===== src/rtl/loop_seq_pkg.sv =====
// loop_seq_pkg: shared state encoding and default counter width for the loop sequencer
package loop_seq_pkg;
  typedef enum logic [1:0] {IDLE, LOAD, RUN, DONE} state_t;
  localparam int N_DEF = 6;
endpackage


===== src/rtl/loop_sequencer.sv =====
// loop_sequencer: loads an up-counter with ~L, issues L step beats, pulses done, flags co disagreement
module loop_sequencer
  import loop_seq_pkg::*;
#(
  parameter int N = N_DEF
) (
  input  logic         clk,
  input  logic         rst,
  input  logic         start,
  input  logic [N-1:0] len,
  input  logic         abort,
  output logic         step_valid,
  input  logic         step_ready,
  output logic [N-1:0] iter_idx,
  output logic         cnt_ld,
  output logic [N-1:0] cnt_init,
  output logic         cnt_en,
  input  logic         cnt_co,
  output logic         busy,
  output logic         done,
  output logic         err
);
  state_t state;
  logic [N-1:0] len_q;
  logic at_end;
  assign busy = state != IDLE;
  assign done = state == DONE;
  assign cnt_ld = state == LOAD;
  assign cnt_init = cnt_ld ? ~len_q : '0;
  assign step_valid = state == RUN && !cnt_co;
  assign cnt_en = step_valid && step_ready;
  assign at_end = iter_idx == len_q;
  // RUN exits on co or on the shadow index reaching L; any disagreement between the two is an error
  always_ff @(posedge clk) begin
    if (rst) begin
      state <= IDLE;
      len_q <= '0;
      iter_idx <= '0;
      err <= 1'b0;
    end else if (abort && busy) begin
      state <= IDLE;
    end else begin
      if (cnt_en) iter_idx <= iter_idx + 1'b1;
      case (state)
        IDLE: if (start) begin
          len_q <= len;
          err <= 1'b0;
          iter_idx <= '0;
          state <= len == '0 ? DONE : LOAD;
        end
        LOAD: state <= RUN;
        RUN: if (cnt_co || at_end) begin
          state <= DONE;
          err <= err || (cnt_co != at_end);
        end
        DONE: state <= IDLE;
        default: state <= IDLE;
      endcase
    end
  end
endmodule


===== config.mk =====
export PLATFORM = sky130hd
export DESIGN_NAME = loop_sequencer
export DESIGN_NICKNAME = d
export VERILOG_FILES = /design/src/rtl/loop_seq_pkg.sv /design/src/rtl/loop_sequencer.sv
export SDC_FILE = /design/constraint.sdc
export NUM_CORES = 1
export LEC_CHECK = 0
export ABC_AREA = 1
export ABC_CLOCK_PERIOD_IN_PS = 2300
export CAP_MARGIN = 20
export CORE_ASPECT_RATIO = 1.25
export CORE_MARGIN = 3
export CORE_UTILIZATION = 47
export DETAILED_ROUTE_END_ITERATION = 10
export PLACE_DENSITY = 0.85
export SYNTH_ARGS = -nofsm -noshare
export SYNTH_HDL_FRONTEND = slang
export SYNTH_SLANG_ARGS = --single-unit
export TNS_END_PERCENT = 30

===== constraint.sdc =====
create_clock -name clk -period 2.3 [get_ports clk]
set_input_delay 0.345 -clock clk [delete_from_list [all_inputs] [get_ports clk]]
set_output_delay 0.345 -clock clk [all_outputs]
set_load 0.1 [all_outputs]

==> impl_metrics.env <==
export IMPL_rsz0062_at_grt="no"
export IMPL_synth_nets=138
export IMPL_dp_hpwl_um=1760
export IMPL_fp_row_count=16
export IMPL_holdPathEnd="err"
export IMPL_crit_type="reg -> out"
export IMPL_hp_start="err"
export IMPL_final_nets=172
export IMPL_min_path_cells=2
export IMPL_postCtsResizedCells=0
export IMPL_postSynthCellCount=120
export IMPL_initial_core_util_pct=53.1
export IMPL_post_route_util_pct=80.4
export IMPL_required_ns=1.96
export IMPL_io_pins=30
export IMPL_slew_headroom_pct=66.7
export IMPL_path_clk_slew_ns=0.09
export IMPL_hold_viol_final=0
export IMPL_first_iter_violations=17
export IMPL_clock_sinks=15
export IMPL_fin_skew_ns=0.00487
export IMPL_h_tree_depth=1
export IMPL_setup_tns_ns=0
export IMPL_total_power_w=0.00206
export IMPL_cellLeakagePower_nw=0.609
export IMPL_io_buffers=29
export IMPL_syn2layout_area_growth_pct=51.5
export IMPL_grt_pass1_vias=858
export IMPL_post_route_period_util_pct=83.5
export IMPL_fmax_mhz=520
export IMPL_synthTopCellsByArea="dfxtp_1 34%, nor2_1 11%, ha_1 8.5%, inv_1 6.4%, nand2_1 6.4%"
export IMPL_yosysUniqueCellTypes=22
export IMPL_seq_area_frac_synth_pct=34.0
export IMPL_cp_end_kind="output pin"
export IMPL_worstPathArrival_ns=1.58
export IMPL_ctsHoldBuffers=0
export IMPL_post_place_cells=167
export IMPL_fin_crit_ns=1.92
export IMPL_die_w_um=44.8
export IMPL_avgRoutedWirePerCell_um=11.8
export IMPL_synth_edf_count=0
export IMPL_cellPowerDensity_nw_per_um2=1540
export IMPL_dr_pass1_iters=4
export IMPL_ir_drop_uv=1200
export IMPL_place_congestion=0.782
export IMPL_setup_viol=0
export IMPL_overflow=0
export IMPL_antenna_left=0
export IMPL_stdcell_count=171
export IMPL_synth_top_area_share_pct=34.0
export IMPL_cts_tree="done"
export IMPL_cts_root_buf="clkbuf_4"
export IMPL_die_h_um=54.4
export IMPL_drive_gt1_share_pct=23.5
export IMPL_drc=0
export IMPL_post_drt_via_cell_ratio=4.96
export IMPL_clock_path_buffers=2
export IMPL_fillers=123
export IMPL_insertion_delay_ns=0.29
export IMPL_worst_setup_path_start_kind="register"
export IMPL_synth_ff_type="dfxtp_1"
export IMPL_die_area_um2=2440
export IMPL_core_um2=1660
export IMPL_reg2regPathDepth=9
export IMPL_synth_warnings=0
export IMPL_avgSynthCellArea_um2=7.35
export IMPL_cts_buffers=3
export IMPL_slew_viol_final=0
export IMPL_worst_slew_pin_slew_ns=0.499
export IMPL_synth_common_cells="27 x nor2_1, 15 x dfxtp_1, 15 x inv_1, 15 x nand2_1, 8 x o21ai_0"
export IMPL_r2r_setup_slack_ns=0.78
export IMPL_fin_hold_ws_ns=0.458
export IMPL_hold_class="reg -> reg"
export IMPL_antenna_found_initial=0
export IMPL_netlist_area_um2=882
export IMPL_reg2reg_to="err"
export IMPL_timing_rr_start="len_q[5]"
export IMPL_cts_setup_buffers=0
export IMPL_grt_pass1_wl_um=3580
export IMPL_antennaDiodeCount=0
export IMPL_yosysMostFrequentCell="nor2_1"
export IMPL_track_usage_pct=20.3
export IMPL_critPathMaxFanout=6
export IMPL_wirelength_um=2020
export IMPL_vias=848
export IMPL_yosys_area_top_type="dfxtp_1"
export IMPL_grt_start_max_net_pins=9
export IMPL_status="complete, no violations"
export IMPL_async_reset_ff_share_pct=0
export IMPL_ys_seq_elements=15
export IMPL_maxCapViolations=0
## report_power, final
| group | leakage (nW) | switching, W | internal [W] |
|---|---|---|---|
| Sequential | 0.123 | 0.0000721 | 0.000317 |
| Combinational | 0.472 | 0.00105 | 0.000466 |
| Clock | 0.0150 | 0.0000834 | 0.0000675 |
## critical path, stage by stage, from the launching register on
cell and delay, ns:
dfxtp_1 0.39, inv_1 0.08, ha_2 0.18, inv_1 0.38, nor2_4 0.07, buf_12 0.18
## per-layer routing
layer	share of wire (%)	vias up	global-route usage, %	wire length (um)
met5	0	-	0	0
met4	1.7	0	9.05	34
met3	4.7	3	2.96	95
met2	56	26	40.7	1130
met1	38	375	19.8	762
li1	-	444	-	-
## how the worst max path moves through the flow
| stage | from | end | slack, ns | depth (start not counted) |
|---|---|---|---|---|
| 2_1_floorplan | state[0] | step_valid | 0.01 | 4 |
| 3_3_place_gp | cnt_co | cnt_en | 0.65 | 5 |
| 3_5_place_dp | cnt_co | cnt_en | 0.62 | 5 |
| 4_1_cts | state[1] | cnt_init[5] | 0.36 | 5 |
| 5_1_grt | state[1] | cnt_init[5] | 0.24 | 5 |
| 6_report | state[1] | cnt_init[5] | 0.38 | 5 |
## cell usage in the layout (no fill, tap or decap), types with 3 or more instances in the layout
cell type        Yosys  layout
xor2_1               4       4
buf_4                0       9
ha_1                 6       5
inv_1               15      15
o21ai_0              8       8
nand2_1             15      15
nor2_4               1       7
buf_12               0       9
dfxtp_1             15      15
nand3_1              5       5
xnor2_1              4       4
clkbuf_4             0       3
a21oi_1              6       6
clkdlybuf4s50_1      0      11
nor2_1              27      21
## flip-flops by register name, summed over array words and instances, names as in the netlist
signal    count
err           1
len_q         6
state         2
iter_idx      6
## per-stage QoR
stage,instance area [um2],worst slack (ns)
final,1340,0.378
after global routing,1340,0.239
after CTS,1340,0.357
after detailed placement,1310,0.619
after global placement,1310,0.646
after floorplan,930,0.0133
## final cells by class
class                   count  area (um2)  area share (%)
multi-input cells          88         563            42.1
repair buffers             29         358            26.8
flip-flops and latches     15         300            22.5
well taps                  18        22.5            1.69
inverters                  17        66.3            4.96
clock buffers               4        26.3            1.97
## cell families (layout without fill, tap and decap cells)
| family | Yosys count | after routing | synth area share [%] |
|---|---|---|---|
| buffers and inverters | 17 | 50 | 7.52 |
| flip-flops | 15 | 15 | 34.0 |
| adder cells (fa/ha/maj) | 6 | 6 | 8.51 |
| AO/OA/AOI/OAI | 15 | 15 | 8.79 |
| XOR/XNOR | 8 | 8 | 7.94 |
| AND/OR/NAND/NOR | 59 | 59 | 33.2 |
Power figures use the tool's default switching activity.
